--- src/rtl/axis_scan_pkg.sv ---
// Shared definitions for the axis_scan sensor poller: FSM encoding, SPI frame layout
// and default sensor register addresses.
package axis_scan_pkg;

    typedef enum logic [1:0] {
        StInit,
        StWait,
        StRead,
        StDone
    } state_e;

    localparam int unsigned FrameLen = 16;
    localparam int unsigned RwBit    = 15;
    localparam int unsigned MbBit    = 14;

    localparam logic [5:0] DefRdAddr   = 6'h32;
    localparam logic [5:0] DefInitAddr = 6'h2D;
    localparam logic [7:0] DefInitData = 8'h08;

    // Assemble one SPI command word: R/W flag, multi-byte flag (always 0), address, data.
    function automatic logic [FrameLen-1:0] build_frame(input logic       rw,
                                                        input logic [5:0] addr,
                                                        input logic [7:0] data);
        logic [FrameLen-1:0] f;
        f        = '0;
        f[RwBit] = rw;
        f[MbBit] = 1'b0;
        f[13:8]  = addr;
        f[7:0]   = data;
        return f;
    endfunction

endpackage

--- src/rtl/axis_scan_if.sv ---
// Consumer handshake plus SPI pins of axis_scan, bundled as one interface.
interface axis_scan_if;

    logic       TIC;
    logic       RESCAN;
    logic       COMPLETED;
    logic [7:0] XREG;
    logic       nCS;
    logic       SCLK;
    logic       MOSI;
    logic       MISO;

    // Environment side: drives strobes and the sensor's MISO line.
    modport master (
        output TIC,
        output RESCAN,
        output MISO,
        input  COMPLETED,
        input  XREG,
        input  nCS,
        input  SCLK,
        input  MOSI
    );

    // Scanner side.
    modport slave (
        input  TIC,
        input  RESCAN,
        input  MISO,
        output COMPLETED,
        output XREG,
        output nCS,
        output SCLK,
        output MOSI
    );

endinterface

--- src/rtl/axis_scan_spi_shift16.sv ---
// 16-bit SPI mode-3 shifter with integrated SCLK divider. A frame is split into
// 34 half-periods of CLK_DIV cycles: a lead-in, 32 SCLK halves, and a tail.
// After each frame nCS is held high for 2*CLK_DIV cycles before a new start is accepted.
module axis_scan_spi_shift16
    import axis_scan_pkg::*;
#(
    parameter int unsigned CLK_DIV = 4
) (
    input  logic                clk_i,
    input  logic                rst_ni,
    input  logic                start_i,
    input  logic [FrameLen-1:0] tx_i,
    input  logic                miso_i,
    output logic                ready_o,
    output logic                done_o,
    output logic [7:0]          rx_o,
    output logic                ncs_o,
    output logic                sclk_o,
    output logic                mosi_o
);

    localparam logic [7:0] DivLast   = 8'(CLK_DIV - 1);
    localparam logic [8:0] GapLoad   = 9'(2 * CLK_DIV - 1);
    localparam logic [5:0] SclkEnd   = 6'(2 * FrameLen);
    localparam logic [5:0] LastPhase = 6'(2 * FrameLen + 1);

    logic                busy_q, busy_d;
    logic [7:0]          cnt_q, cnt_d;
    logic [5:0]          phase_q, phase_d;
    logic [8:0]          gap_q, gap_d;
    logic [FrameLen-1:0] tx_q, tx_d;
    logic [7:0]          rx_q, rx_d;
    logic                ncs_q, ncs_d;
    logic                sclk_q, sclk_d;
    logic                mosi_q, mosi_d;
    logic                tick;

    assign tick    = busy_q && (cnt_q == DivLast);
    assign done_o  = tick && (phase_q == LastPhase);
    assign ready_o = !busy_q && (gap_q == '0);
    assign rx_o    = rx_q;
    assign ncs_o   = ncs_q;
    assign sclk_o  = sclk_q;
    assign mosi_o  = mosi_q;

    // Next-state: half-period sequencing, MOSI shift on SCLK fall, MISO capture on SCLK rise.
    always_comb begin
        busy_d  = busy_q;
        cnt_d   = cnt_q;
        phase_d = phase_q;
        gap_d   = gap_q;
        tx_d    = tx_q;
        rx_d    = rx_q;
        ncs_d   = ncs_q;
        sclk_d  = sclk_q;
        mosi_d  = mosi_q;
        if (!busy_q) begin
            if (gap_q != '0) begin
                gap_d = gap_q - 9'd1;
            end
            if (start_i && ready_o) begin
                busy_d  = 1'b1;
                ncs_d   = 1'b0;
                cnt_d   = '0;
                phase_d = '0;
                tx_d    = tx_i;
                rx_d    = '0;
            end
        end else begin
            cnt_d = tick ? '0 : cnt_q + 8'd1;
            if (tick) begin
                phase_d = phase_q + 6'd1;
                if (phase_q == LastPhase) begin
                    busy_d = 1'b0;
                    ncs_d  = 1'b1;
                    mosi_d = 1'b0;
                    gap_d  = GapLoad;
                end else if (!phase_q[0] && phase_q < SclkEnd) begin
                    sclk_d = 1'b0;
                    mosi_d = tx_q[FrameLen-1];
                    tx_d   = {tx_q[FrameLen-2:0], 1'b0};
                end else if (phase_q[0] && phase_q < SclkEnd) begin
                    // Only the last eight samples survive, i.e. the data byte.
                    sclk_d = 1'b1;
                    rx_d   = {rx_q[6:0], miso_i};
                end
            end
        end
    end

    // State registers; reset parks the bus idle (nCS/SCLK high, MOSI low).
    always_ff @(posedge clk_i or negedge rst_ni) begin
        if (!rst_ni) begin
            busy_q  <= 1'b0;
            cnt_q   <= '0;
            phase_q <= '0;
            gap_q   <= '0;
            tx_q    <= '0;
            rx_q    <= '0;
            ncs_q   <= 1'b1;
            sclk_q  <= 1'b1;
            mosi_q  <= 1'b0;
        end else begin
            busy_q  <= busy_d;
            cnt_q   <= cnt_d;
            phase_q <= phase_d;
            gap_q   <= gap_d;
            tx_q    <= tx_d;
            rx_q    <= rx_d;
            ncs_q   <= ncs_d;
            sclk_q  <= sclk_d;
            mosi_q  <= mosi_d;
        end
    end

endmodule

--- src/rtl/axis_scan.sv ---
// Periodic sensor poller: configures the sensor once after reset, then reads one
// register per TIC and hands the byte to the consumer with a COMPLETED/RESCAN handshake.
module axis_scan
    import axis_scan_pkg::*;
#(
    parameter int unsigned CLK_DIV   = 4,
    parameter logic [5:0]  RD_ADDR   = DefRdAddr,
    parameter logic [5:0]  INIT_ADDR = DefInitAddr,
    parameter logic [7:0]  INIT_DATA = DefInitData
) (
    input logic        MCLK,
    input logic        nRST,
    axis_scan_if.slave scan
);

    localparam logic [FrameLen-1:0] InitFrame = build_frame(1'b0, INIT_ADDR, INIT_DATA);
    localparam logic [FrameLen-1:0] RdFrame   = build_frame(1'b1, RD_ADDR, 8'h00);

    state_e              state_q, state_d;
    logic                completed_q, completed_d;
    logic [7:0]          xreg_q, xreg_d;
    logic                start;
    logic [FrameLen-1:0] tx_word;
    logic                ready;
    logic                done;
    logic [7:0]          rx_byte;
    logic                ncs;
    logic                sclk;
    logic                mosi;

    axis_scan_spi_shift16 #(
        .CLK_DIV(CLK_DIV)
    ) u_shift (
        .clk_i  (MCLK),
        .rst_ni (nRST),
        .start_i(start),
        .tx_i   (tx_word),
        .miso_i (scan.MISO),
        .ready_o(ready),
        .done_o (done),
        .rx_o   (rx_byte),
        .ncs_o  (ncs),
        .sclk_o (sclk),
        .mosi_o (mosi)
    );

    assign scan.nCS       = ncs;
    assign scan.SCLK      = sclk;
    assign scan.MOSI      = mosi;
    assign scan.COMPLETED = completed_q;
    assign scan.XREG      = xreg_q;

    // Scan FSM. A TIC arriving in WAIT while the inter-frame gap is still running is dropped.
    always_comb begin
        state_d     = state_q;
        completed_d = completed_q;
        xreg_d      = xreg_q;
        start       = 1'b0;
        tx_word     = (state_q == StInit) ? InitFrame : RdFrame;
        unique case (state_q)
            StInit: begin
                start = ready;
                if (done) begin
                    state_d = StWait;
                end
            end
            StWait: begin
                if (scan.TIC && ready) begin
                    start   = 1'b1;
                    state_d = StRead;
                end
            end
            StRead: begin
                if (done) begin
                    xreg_d      = rx_byte;
                    completed_d = 1'b1;
                    state_d     = StDone;
                end
            end
            StDone: begin
                if (scan.RESCAN) begin
                    completed_d = 1'b0;
                    state_d     = StWait;
                end
            end
            default: state_d = StInit;
        endcase
    end

    // FSM state and consumer-visible output registers.
    always_ff @(posedge MCLK or negedge nRST) begin
        if (!nRST) begin
            state_q     <= StInit;
            completed_q <= 1'b0;
            xreg_q      <= 8'h00;
        end else begin
            state_q     <= state_d;
            completed_q <= completed_d;
            xreg_q      <= xreg_d;
        end
    end

endmodule

--- src/flat_wrapper.sv ---
// flat-port wrapper written by rule: the top's interface ports become plain ports
module axis_scan_flat import axis_scan_pkg::*;
#(
    parameter int unsigned CLK_DIV   = 4,
    parameter logic [5:0]  RD_ADDR   = DefRdAddr,
    parameter logic [5:0]  INIT_ADDR = DefInitAddr,
    parameter logic [7:0]  INIT_DATA = DefInitData
)
  (MCLK, nRST, scan_TIC, scan_RESCAN, scan_MISO, scan_COMPLETED, scan_XREG, scan_nCS, scan_SCLK, scan_MOSI);
  axis_scan_if scan_i ();
  input logic MCLK;
  input logic nRST;
  input wire logic [$bits(scan_i.TIC)-1:0] scan_TIC;
  input wire logic [$bits(scan_i.RESCAN)-1:0] scan_RESCAN;
  input wire logic [$bits(scan_i.MISO)-1:0] scan_MISO;
  output wire logic [$bits(scan_i.COMPLETED)-1:0] scan_COMPLETED;
  output wire logic [$bits(scan_i.XREG)-1:0] scan_XREG;
  output wire logic [$bits(scan_i.nCS)-1:0] scan_nCS;
  output wire logic [$bits(scan_i.SCLK)-1:0] scan_SCLK;
  output wire logic [$bits(scan_i.MOSI)-1:0] scan_MOSI;
  assign scan_i.TIC = scan_TIC;
  assign scan_i.RESCAN = scan_RESCAN;
  assign scan_i.MISO = scan_MISO;
  assign scan_COMPLETED = scan_i.COMPLETED;
  assign scan_XREG = scan_i.XREG;
  assign scan_nCS = scan_i.nCS;
  assign scan_SCLK = scan_i.SCLK;
  assign scan_MOSI = scan_i.MOSI;
  axis_scan #(.CLK_DIV(CLK_DIV), .RD_ADDR(RD_ADDR), .INIT_ADDR(INIT_ADDR), .INIT_DATA(INIT_DATA)) u_core (.MCLK(MCLK), .nRST(nRST), .scan(scan_i));
endmodule
--- config.mk ---
export PLATFORM = sky130hd
export DESIGN_NAME = axis_scan_flat
export DESIGN_NICKNAME = d
export VERILOG_FILES = /design/src/rtl/axis_scan_pkg.sv /design/src/rtl/axis_scan_if.sv /design/src/rtl/axis_scan_spi_shift16.sv /design/src/rtl/axis_scan.sv /design/src/flat_wrapper.sv
export SDC_FILE = /design/constraint.sdc
export NUM_CORES = 1
export LEC_CHECK = 0
export BUFFER_PORTS_ARGS = -buffer_cell sky130_fd_sc_hd__buf_2
export CORE_MARGIN = 4
export CORE_UTILIZATION = 30
export DETAILED_ROUTE_END_ITERATION = 6
export PLACE_DENSITY = 0.57
export SETUP_SLACK_MARGIN = 0.5
export SYNTH_ARGS = -nofsm -noshare
export SYNTH_HDL_FRONTEND = slang
export SYNTH_SLANG_ARGS = --single-unit
--- constraint.sdc ---
create_clock -name MCLK -period 2 [get_ports MCLK]
set_input_delay 0.2 -clock MCLK [delete_from_list [all_inputs] [get_ports MCLK]]
set_output_delay 0.2 -clock MCLK [all_outputs]
set_load 0.01 [all_outputs]
==> out/results.tsv, run 1 <==
stage	metric	value	unit
placed_design	GPL Wtd Cong	0.807	
die	# IOs	17	
setup_path	CP endpoint kind	flip-flop	
power_and_ir_drop	Design Power	2.23	mW
layout	commonest non-fill, non-tap cell in the layout	dfrtp_1	
yosys	Mean Syn Cell Area	10.8	sq um
die	die height	108	um
yosys	post-synthesis compound-gate area fraction	0.142	
grt	largest net degree at the start of global routing	60	
cts	H-tree depth	3	
worst_hold_path	Hold WC Path Type	in -> reg	
timing	actual slew at the worst max-slew pin	0.435	ns
power_and_ir_drop	combinational fraction of design power	0.019	
die	die area	11700	sq um
power_and_ir_drop	Leakage	2.09	nW
cts	Clk pin slew, worst setup/hold paths	0.07	ns
power_and_ir_drop	Int Pwr	1.66	mW
layout	n_diodes	0	
setup_path	critical path launch point type	flip-flop	
die	Starting Density	0.308	
die	Chip Width	108	um
cts	CTS buffer count	9	
power_and_ir_drop	maximum vdd drop	441	uV
yosys	largest family of logic cells by synthesized area	simple AND/OR/NAND/NOR gates	
layout	most frequent cells in the layout	dfrtp_1, buf_4, nand2_1	
die	Core Area	9770	sq um
grt	first-pass GRT wire length	12.4	mm
grt	number of global-route vias before repair	2574	
timing	final hold viol count	0	
detailed_routing	Via Count	2506	
setup_path	Setup CP Type	reg -> reg	
timing	post-route minimum period	1.98	ns
detailed_routing	remaining antenna violation count	0	
layout	nets	385	
layout	area of all placed cells without fillers	4390	sq um
yosys	area leader, netlist	dfrtp_1	
timing	fmax	505	MHz
power_and_ir_drop	Cell Pwr Density	508	nW/um^2
placed_design	Area after DPL	3610	sq um
grt	Tot GR Track Use	0.135	
cts	Max clock buf depth	2	
detailed_routing	drt wl/cell	14.7	um
layout	layout cells sized above 1	0.491	
yosys	Synth Area in Adders	0.0415	
grt	grt total ovfl	0	
cts	CTS tree	yes	
yosys	top_reg_cell synth	dfrtp_1	
timing	setup slack after layout	0.0184	ns
flow_run	max-cap viol count	0	
yosys	Synth Cell Area	3010	sq um
cts	CTS Root Cell	clkbuf_8	
power_and_ir_drop	sequential group share of total power	0.536	
power_and_ir_drop	NetSw	0.569	mW
timing	Slew HR	0.709	
placed_design	hpwl dp	4.57	mm
timing	Final Max Tran Viols	0	
yosys	Mapped Nets	294	
cts	Clock Sinks	59	
yosys	Synth Register Bits	59	
setup_path	CP required	2.28	ns
detailed_routing	Post-route DRC	0	
setup_path	CP max FO	2	
layout	Fillers	906	
setup_path	Data arrival, critical path	2.26	ns
yosys	register area share after synthesis	0.491	
timing	Final setup viols	0	
detailed_routing	Via density	4.93	
timing	period utilization	0.991	
yosys	post-synthesis simple-gate area fraction	0.178	
power_and_ir_drop	switch share	0.255	
yosys	area share of the largest cell type after synthesis	0.473	
placed_design	setup slack at placement	-0.0368	ns
timing	Worst Skew	0.0113	ns
layout	Area growth, synth to finish	45.7	%
power_and_ir_drop	clock power share	0.445	
die	FP Rows	36	
placed_design	port bufs	16	
yosys	EDFF count, synth	0	
grt	initial antenna violation count	0	
detailed_routing	WL final	7.49	mm
yosys	Ys Warns	0	
detailed_routing	drt pass-1 iters	4	
yosys	XOR/XNOR Fraction of Synth Area	0.0116	
yosys	post-synthesis cell count	279	
timing	RSZ-0062 raised after global routing	true	
cts	worst skew pair latency	0.35	ns
layout	area of the multi-input gates	1780	sq um
layout	area occupied by registers	1480	sq um
yosys	Area contributors post-synth	dfrtp_1, mux2_2, ha_1	
outcome	status	completed	
yosys	Post-synth ARST share	1.00	
yosys	mux contribution to synthesized area	0.104	
yosys	synth unique cells	48	
detailed_routing	initial DRC count	68	
[worst max-delay path, cell delays in order, from the launching register on]
cell	delay [ns]
dfrtp_1	0.38
or4_4	0.54
or4_4	0.43
or4_4	0.43
a21oi_2	0.13
[state kept, by name, summed over array words and instances (netlist names)]
| signal | cells |
|---|---|
| u_core.u_shift.mosi_o | 1 |
| u_core.u_shift.rx_o | 8 |
| u_core.scan.XREG | 8 |
| u_core.u_shift.ncs_o | 1 |
| u_core.u_shift.tx_q | 13 |
| u_core.scan.COMPLETED | 1 |
| u_core.u_shift.busy_q | 1 |
| u_core.u_shift.cnt_q | 8 |
| u_core.u_shift.sclk_o | 1 |
| u_core.u_shift.gap_q | 9 |
| u_core.state_q | 2 |
| u_core.u_shift.phase_q | 6 |
[layer usage]
metal / up-vias / wire length [um] / part of all wire / track usage
li1: 1213 / - / - / -
met1: 1247 / 3330 / 0.45 / 0.172
met2: 31 / 3810 / 0.51 / 0.217
met3: 15 / 200 / 0.027 / 0.0406
met4: 0 / 145 / 0.019 / 0.0478
met5: - / 0 / 0 / 0
[synth_stat cells (4+ instances only)]
cell	n
o2bb2ai_1	5
nand4_1	5
mux2i_1	11
nand3_1	15
dfrtp_1	57
mux2_2	18
nor2_1	11
and2_1	4
nand2_1	20
or4_1	6
clkbuf_1	6
inv_1	18
or3_1	4
xor2_1	4
ha_1	10
o21ai_0	21
a21oi_1	14
[final timing paths]
| path | cells past startpoint | start | endpoint | slack [ns] |
|---|---|---|---|---|
| min in group asynchronous | 3 | nRST | u_core.u_shift.gap_q[6] | 0.38 |
| max in group asynchronous | 3 | nRST | u_core.u_shift.sclk_o | 1.27 |
| worst min-delay path | 3 | scan_MISO | u_core.u_shift.rx_o[0] | 0.12 |
| worst max register to register | 4 | u_core.u_shift.gap_q[5] | u_core.u_shift.gap_q[7] | 0.02 |
| worst min register to register | 2 | u_core.u_shift.sclk_o | u_core.u_shift.sclk_o | 0.48 |
| worst max-delay path | 4 | u_core.u_shift.gap_q[5] | u_core.u_shift.gap_q[7] | 0.02 |
[metrics by stage]
stage                     TNS [ns]   util  instances  hold WS, ns
after floorplan                  0      -        279      -0.0956
after global placement           0  0.370        457        0.233
after detailed placement    -0.212  0.370        457        0.233
after CTS                        0  0.425        498        0.104
after global routing        -0.124  0.449        508        0.121
final                            0  0.449        508        0.115
[power groups by stage]
stage          logic (mW)  clock network (mW)  registers, mW
2_1_floorplan     0.00574                   0           1.22
3_3_place_gp       0.0405                   0           1.22
3_5_place_dp       0.0413                   0           1.22
4_1_cts            0.0437                1.02           1.20
5_1_grt            0.0498                1.09           1.20
6_report           0.0423               0.993           1.20
[kinds of logic (layout without fill, tap and decap cells)]
logic type | count (synthesis) | in the layout
AOI/OAI and AO/OA | 64 | 64
xor gates and xnor gates | 4 | 4
adders and majority gates | 10 | 10
buffers and inverters | 25 | 121
DFF | 59 | 59
muxes | 29 | 29
and+or+nand+nor | 88 | 88
[repair_timing]
action                                 CTS  global route
buffers inserted                        24            10
resized for setup                       46            38
setup endpoints to repair               59            59
endpoints found under the hold margin   57             0
pin swaps                               27            15
hold buffers                             1             0
[layout make-up]
class,count,area share
multi-input cells,195,0.404
clock inverters,7,0.0117
clock buffers,9,0.0282
well taps,133,0.0379
repair buffers,87,0.165
inverters,18,0.0154
flip-flops and latches,59,0.337
Power figures use the tool's default switching activity.
==> run 2: changes to the inputs <==
--- a/config.mk
+++ b/config.mk
@@ -6,6 +6,7 @@
 export NUM_CORES = 1
 export LEC_CHECK = 0
 export BUFFER_PORTS_ARGS = -buffer_cell sky130_fd_sc_hd__buf_2
+export CORE_ASPECT_RATIO = 1.2
 export CORE_MARGIN = 4
 export CORE_UTILIZATION = 30
 export DETAILED_ROUTE_END_ITERATION = 6
==> out/results.tsv, run 2 (synthesis gave the netlist of run 1 again) <==
stage	metric	value	unit	change
outcome	status	completed		unchanged
setup_path	Worst R2R End	u_core.u_shift.gap_q[7]		unchanged
timing	period utilization	0.980		was 0.991
detailed_routing	drt wl/cell	15.9	um	was 14.7 um
worst_hold_path	worst hold start	scan_MISO		unchanged
detailed_routing	initial DRC count	84		was 68
layout	Top Registers	u_core.u_shift.tx_q (13), u_core.u_shift.gap_q (9)		unchanged
die	Core Area	9660	sq um	was 9770 sq um
timing	Final setup viols	0		unchanged
detailed_routing	WL final	8.13	mm	was 7.49 mm
cts	Clock Sinks	59		unchanged
timing	fmax	510	MHz	was 505 MHz
setup_path	critical path launch point type	flip-flop		unchanged
cts	CTS Root Cell	clkbuf_16		was clkbuf_8
die	FP Rows	39		was 36
cts	CTS tree	yes		unchanged
die	Starting Density	0.312		was 0.308
layout	Finished Layout Cells	510		was 508
power_and_ir_drop	maximum vdd drop	540	uV	was 441 uV
timing	RSZ-0062 raised after global routing	true		unchanged
grt	grt total ovfl	0		unchanged
setup_path	worst r2r src	u_core.u_shift.gap_q[2]		was u_core.u_shift.gap_q[5]
power_and_ir_drop	Cell Pwr Density	631	nW/um^2	was 508 nW/um^2
grt	number of global-route vias before repair	2608		was 2574
setup_path	CP required	2.26	ns	was 2.28 ns
timing	Final Max Tran Viols	0		unchanged
cts	H-tree depth	3		unchanged
timing	actual slew at the worst max-slew pin	0.647	ns	was 0.435 ns
grt	largest net degree at the start of global routing	26		was 60
placed_design	port bufs	16		unchanged
placed_design	hpwl dp	4.84	mm	was 4.57 mm
timing	Fin Setup TNS	0	ns	unchanged
setup_path	slowest CP cell	or4_4		unchanged
layout	layout cells sized above 1	0.525		was 0.491
detailed_routing	Via density	5.08		was 4.93
setup_path	CP endpoint kind	flip-flop		unchanged
layout	nets	397		was 385
detailed_routing	remaining antenna violation count	0		unchanged
die	# IOs	17		unchanged
grt	Tot GR Track Use	0.140		was 0.135
timing	post-route minimum period	1.96	ns	was 1.98 ns
setup_path	Reg2Reg Depth	4		unchanged
layout	n_diodes	0		unchanged
timing	hold_ws	0.115	ns	about the same
layout	area of all placed cells without fillers	4690	sq um	was 4390 sq um
flow_run	max-cap viol count	0		unchanged
die	die area	11700	sq um	about the same
cts	CTS buffer count	9		unchanged
detailed_routing	drt pass-1 iters	5		was 4
cts	worst skew pair latency	0.34	ns	was 0.35 ns
layout	Most flops, register	u_core.u_shift.tx_q		unchanged
layout	commonest non-fill, non-tap cell in the layout	dfrtp_1		unchanged
worst_hold_path	worst hold stages	3		unchanged
cts	Max clock buf depth	2		unchanged
die	Chip Width	99.5	um	was 108 um
setup_path	CP cell instances	or4_4, or4_4, or4_1, a21oi_1		was or4_4, or4_4, or4_4, a21oi_2
detailed_routing	Via Count	2589		was 2506
placed_design	Area after DPL	3610	sq um	about the same
layout	number of flip-flops in the largest register	13		unchanged
layout	most frequent cells in the layout	dfrtp_1, buf_4, buf_6		was dfrtp_1, buf_4, nand2_1
detailed_routing	Post-route DRC	0		unchanged
setup_path	CP max FO	2		unchanged
grt	initial antenna violation count	0		unchanged
setup_path	Setup CP Type	reg -> reg		unchanged
worst_hold_path	WHS Endpoint	u_core.u_shift.rx_o[0]		unchanged
setup_path	Data arrival, critical path	2.22	ns	was 2.26 ns
layout	Area growth, synth to finish	55.7	%	was 45.7%
placed_design	placed cell count	449		was 457
timing	Slew HR	0.569		was 0.709
timing	Worst Skew	0.00728	ns	was 0.0113 ns
setup_path	largest stage delay on the critical path	0.54	ns	about the same
worst_hold_path	Hold WC Path Type	in -> reg		unchanged
cts	Clk pin slew, worst setup/hold paths	0.06	ns	was 0.07 ns
placed_design	GPL Wtd Cong	0.821		was 0.807
power_and_ir_drop	Leakage	2.22	nW	was 2.09 nW
timing	final hold viol count	0		unchanged
die	die height	118	um	was 108 um
setup_path	flop2flop setup slack	0.04	ns	was 0.02 ns
grt	first-pass GRT wire length	13.0	mm	was 12.4 mm
setup_path	most used cell, CP	or4_4		unchanged
[run 2: where the power goes]
group / switching, mW / internal [mW]
logic: 0.0315 / 0.0135
registers: 0.00158 / 1.20
clock network: 0.562 / 1.16
total: 0.595 / 2.37
[run 2: routing by layer]
| layer | part of all wire | track usage |
|---|---|---|
| met1 | 0.43 | 0.183 |
| met2 | 0.52 | 0.224 |
| met3 | 0.034 | 0.0320 |
| met4 | 0.012 | 0.0555 |
| met5 | 0 | 0 |
[run 2: timing repair]
item	CTS	global route
hold buffers	1	0
setup endpoints to repair	59	59
gates resized for setup	63	40
buffers inserted	20	24
pin swaps	25	21
endpoints found under the hold margin	21	0
[run 2: layout make-up]
type / instances / area, sq um
Multi-Input combinational cell: 195 / 1820
Clock inverter: 4 / 72.6
Fill cell: 839 / 4970
Inverter: 18 / 67.6
Sequential cell: 59 / 1480
Timing Repair Buffer: 99 / 841
Clock buffer: 12 / 256
Tap cell: 123 / 154
[run 2: worst max-delay path by stage]
stage          slack (ns)                 endpoint                     from  cells after the start
2_1_floorplan        0.03        u_core.state_q[1]  u_core.u_shift.cnt_q[7]                      4
3_3_place_gp         0.04        u_core.state_q[1]  u_core.u_shift.cnt_q[2]                      5
3_5_place_dp        0.008      u_core.scan.XREG[3]  u_core.u_shift.cnt_q[1]                      5
4_1_cts              0.02  u_core.u_shift.gap_q[7]  u_core.u_shift.gap_q[5]                      4
5_1_grt             -0.01  u_core.u_shift.gap_q[6]  u_core.u_shift.cnt_q[3]                      7
6_report             0.04  u_core.u_shift.gap_q[7]  u_core.u_shift.gap_q[2]                      4
[run 2: stage by stage]
step           setup slack (ns)   util  total power, mW
5_1_grt                 -0.0135  0.486             3.04
3_3_place_gp             0.0376  0.374             1.26
2_1_floorplan            0.0277      -             1.22
6_report                 0.0403  0.486             2.96
4_1_cts                  0.0226  0.450             2.98
3_5_place_dp            0.00841  0.374             1.26
[run 2: critical path: cells and delay by family, from the launching register on]
| kind | cells | cell delay (ns) |
|---|---|---|
| DFF | 1 | 0.38 |
| AOI/OAI and AO/OA | 1 | 0.13 |
| and+or+nand+nor | 3 | 1.37 |
==> run 3: changes to the inputs <==
--- a/config.mk
+++ b/config.mk
@@ -5,6 +5,7 @@
 export SDC_FILE = /design/constraint.sdc
 export NUM_CORES = 1
 export LEC_CHECK = 0
+export ABC_AREA = 1
 export BUFFER_PORTS_ARGS = -buffer_cell sky130_fd_sc_hd__buf_2
 export CORE_ASPECT_RATIO = 1.2
 export CORE_MARGIN = 4
==> out/results.tsv, run 3 <==
stage	metric	value	unit	change
yosys	top post-synthesis cells by count	nand2_1, dfrtp_1, inv_1, nor2_1, o21ai_2		was dfrtp_1, o21ai_0, nand2_1, inv_1, mux2_2
yosys	Area contributors post-synth	dfrtp_1, nand2_1, o21ai_2		was dfrtp_1, mux2_2, ha_1
yosys	Mapped Nets	378		was 294
power_and_ir_drop	Leakage	1.99	nW	was 2.22 nW
detailed_routing	drt wl/cell	12.8	um	was 15.9 um
grt	number of global-route vias before repair	2513		was 2608
flow_run	max-cap viol count	0		unchanged
timing	hold_ws	0.126	ns	was 0.115 ns
yosys	XOR/XNOR Fraction of Synth Area	0.0313		was 0.0116
timing	period utilization	0.779		was 0.980
die	Starting Density	0.308		was 0.312
timing	Final setup viols	0		unchanged
setup_path	Setup CP Type	reg -> reg		unchanged
die	Chip Width	101	um	was 99.5 um
timing	final hold viol count	0		unchanged
timing	actual slew at the worst max-slew pin	0.510	ns	was 0.647 ns
yosys	area share of the largest cell type after synthesis	0.463		was 0.473
worst_hold_path	Hold WC Path Type	in -> reg		unchanged
die	FP Rows	40		was 39
die	die height	119	um	was 118 um
placed_design	port bufs	16		unchanged
yosys	Synth Cell Area	3080	sq um	was 3010 sq um
cts	H-tree depth	3		unchanged
timing	RSZ-0062 raised after global routing	true		unchanged
yosys	count leader, synth	nand2_1		was dfrtp_1
timing	Final Max Tran Viols	0		unchanged
layout	n_diodes	0		unchanged
yosys	mux contribution to synthesized area	0		was 0.104
yosys	EDFF count, synth	0		unchanged
timing	post-route minimum period	1.56	ns	was 1.96 ns
worst_hold_path	worst hold start	scan_MISO		unchanged
power_and_ir_drop	Int Pwr	2.42	mW	was 2.37 mW
detailed_routing	remaining antenna violation count	0		unchanged
yosys	Post-synth ARST share	1.00		unchanged
layout	number of flip-flops in the largest register	13		unchanged
setup_path	CP required	2.22	ns	was 2.26 ns
yosys	Ys Warns	0		unchanged
layout	commonest non-fill, non-tap cell in the layout	nand2_1		was dfrtp_1
yosys	register area share after synthesis	0.480		was 0.491
worst_hold_path	worst hold stages	3		unchanged
grt	Tot GR Track Use	0.126		was 0.140
detailed_routing	Via density	4.62		was 5.08
grt	largest net degree at the start of global routing	42		was 26
layout	nets	432		was 397
setup_path	CP startpoint	u_core.u_shift.gap_q[1]		was u_core.u_shift.gap_q[2]
power_and_ir_drop	sequential group share of total power	0.402		was 0.405
layout	most frequent cells in the layout	nand2_1, dfrtp_1, nand2_2		was dfrtp_1, buf_4, buf_6
timing	Slew HR	0.659		was 0.569
detailed_routing	initial DRC count	107		was 84
setup_path	CP max FO	8		was 2
yosys	post-synthesis simple-gate area fraction	0.270		was 0.178
cts	CTS Root Cell	clkbuf_16		unchanged
grt	first-pass GRT wire length	11.9	mm	was 13.0 mm
layout	Finished Layout Cells	547		was 510
yosys	top_reg_cell synth	dfrtp_1		unchanged
yosys	Synth Area in Adders	0.0406		was 0.0415
die	# IOs	17		unchanged
timing	fmax	642	MHz	was 510 MHz
detailed_routing	Via Count	2525		was 2589
power_and_ir_drop	clock power share	0.582		was 0.580
setup_path	critical path launch point type	flip-flop		unchanged
power_and_ir_drop	Design Power	3.01	mW	was 2.96 mW
timing	Worst Skew	0.00444	ns	was 0.00728 ns
cts	CTS buffer count	9		unchanged
placed_design	placed cell count	501		was 449
detailed_routing	Post-route DRC	0		unchanged
layout	Most flops, register	u_core.u_shift.tx_q		unchanged
cts	worst skew pair latency	0.33	ns	was 0.34 ns
detailed_routing	top sig layer	met4		unchanged
yosys	Synth Register Bits	59		unchanged
yosys	area leader, netlist	dfrtp_1		unchanged
setup_path	Data arrival, critical path	1.78	ns	was 2.22 ns
power_and_ir_drop	maximum vdd drop	375	uV	was 540 uV
yosys	Mean Syn Cell Area	8.49	sq um	was 10.8 sq um
detailed_routing	M1 WL	2.98	mm	was 3.50 mm
grt	grt total ovfl	0		unchanged
yosys	synth unique cells	30		was 48
setup_path	worst r2r src	u_core.u_shift.gap_q[1]		was u_core.u_shift.gap_q[2]
die	die area	12000	sq um	was 11700 sq um
layout	Area growth, synth to finish	37.8	%	was 55.7%
grt	initial antenna violation count	0		unchanged
power_and_ir_drop	combinational fraction of design power	0.016		was 0.015
detailed_routing	met2 routed WL	3.64	mm	was 4.25 mm
placed_design	hpwl dp	4.16	mm	was 4.84 mm
detailed_routing	drt pass-1 iters	4		was 5
timing	Fin Setup TNS	0	ns	unchanged
cts	Max clock buf depth	2		unchanged
yosys	post-synthesis cell count	363		was 279
layout	area of all placed cells without fillers	4250	sq um	was 4690 sq um
cts	Clk pin slew, worst setup/hold paths	0.05	ns	was 0.06 ns
power_and_ir_drop	NetSw	0.587	mW	was 0.595 mW
power_and_ir_drop	Cell Pwr Density	709	nW/um^2	was 631 nW/um^2
detailed_routing	metal3 WL	231	um	was 278 um
yosys	largest family of logic cells by synthesized area	simple AND/OR/NAND/NOR gates		unchanged
detailed_routing	WL final	7.01	mm	was 8.13 mm
cts	CTS tree	yes		unchanged
layout	layout cells sized above 1	0.399		was 0.525
setup_path	CP endpoint kind	flip-flop		unchanged
yosys	post-synthesis compound-gate area fraction	0.112		was 0.142
placed_design	GPL Wtd Cong	0.802		was 0.821
die	Core Area	10000	sq um	was 9660 sq um
cts	Clock Sinks	59		unchanged
layout	Top Registers	u_core.u_shift.tx_q (13), u_core.u_shift.gap_q (9)		unchanged
setup_path	Reg2Reg Depth	11		was 4
outcome	status	completed		unchanged
placed_design	Area after DPL	3310	sq um	was 3610 sq um
power_and_ir_drop	switch share	0.195		was 0.201
run 3: changes by cell type after synthesis, sizes merged, moves of 11 or more:
| cell | change |
|---|---|
| nor2 | +19 |
| nand2 | +108 |
| mux2i | -11 |
| inv | +19 |
| o21ai | +16 |
| mux2 | -18 |
run 3: kinds of logic after synthesis:
family	Yosys count
AO/OA/AOI/OAI	53
XOR/XNOR	11
adder cells (fa/ha/maj)	10
buffers and inverters	45
flip-flops	59
AND/OR/NAND/NOR	185
run 3: timing repair:
item                       in CTS  in global routing
buffers inserted               20                  5
resized for setup              51                 51
pin swaps                      11                 29
hold buffers                    1                  0
setup endpoints to repair      46                 52
hold endpoints to repair       17                  0
cloned                          5                  0
run 3: power by group through the flow:
stage | clock (mW) | combinational, mW | sequential, mW
2_1_floorplan | 0 | 0.0118 | 1.23
3_3_place_gp | 0 | 0.0474 | 1.23
3_5_place_dp | 0 | 0.0480 | 1.23
4_1_cts | 1.78 | 0.0510 | 1.21
5_1_grt | 1.84 | 0.0569 | 1.21
6_report | 1.75 | 0.0489 | 1.21
run 3: worst max-delay path, cell delays in order, from the launching register on:
cell and delay [ns]:
dfrtp_1 0.38, inv_2 0.08, ha_4 0.14, nand3_4 0.06
nor2_4 0.11, nand2_4 0.07, inv_4 0.08, nand2_8 0.06
nand2_8 0.18, nand2_8 0.13, nand2_2 0.09, o21ai_2 0.06
run 3: metrics by stage:
stage,setup slack (ns),util
detailed placement,0.206,0.331
floorplan,0.498,-
global placement,0.260,0.331
finish,0.442,0.424
CTS,0.432,0.405
global route,0.340,0.424
run 3: layout make-up:
cell class | instances | area, sq um
repair buffers | 46 | 339
fillers | 971 | 5760
flip-flops and latches | 59 | 1480
well taps | 126 | 158
clock inverters | 5 | 103
inverters | 37 | 156
multi-input cells | 263 | 1770
clock buffers | 10 | 229
repair inverters | 1 | 7.51
run 3: final timing paths:
kind	end	slack [ns]
min in group asynchronous	u_core.u_shift.gap_q[8]	0.38
worst max register to register	u_core.u_shift.tx_q[3]	0.44
worst min register to register	u_core.u_shift.mosi_o	0.47
worst min-delay path	u_core.u_shift.rx_o[0]	0.13
max in group asynchronous	u_core.u_shift.sclk_o	0.98
worst max-delay path	u_core.u_shift.tx_q[3]	0.44
run 3: layer usage:
layer | vias to the layer above | global-route usage
met5 | - | 0
met4 | 0 | 0.0581
met3 | 15 | 0.0363
met2 | 31 | 0.215
met1 | 1206 | 0.144
li1 | 1273 | -
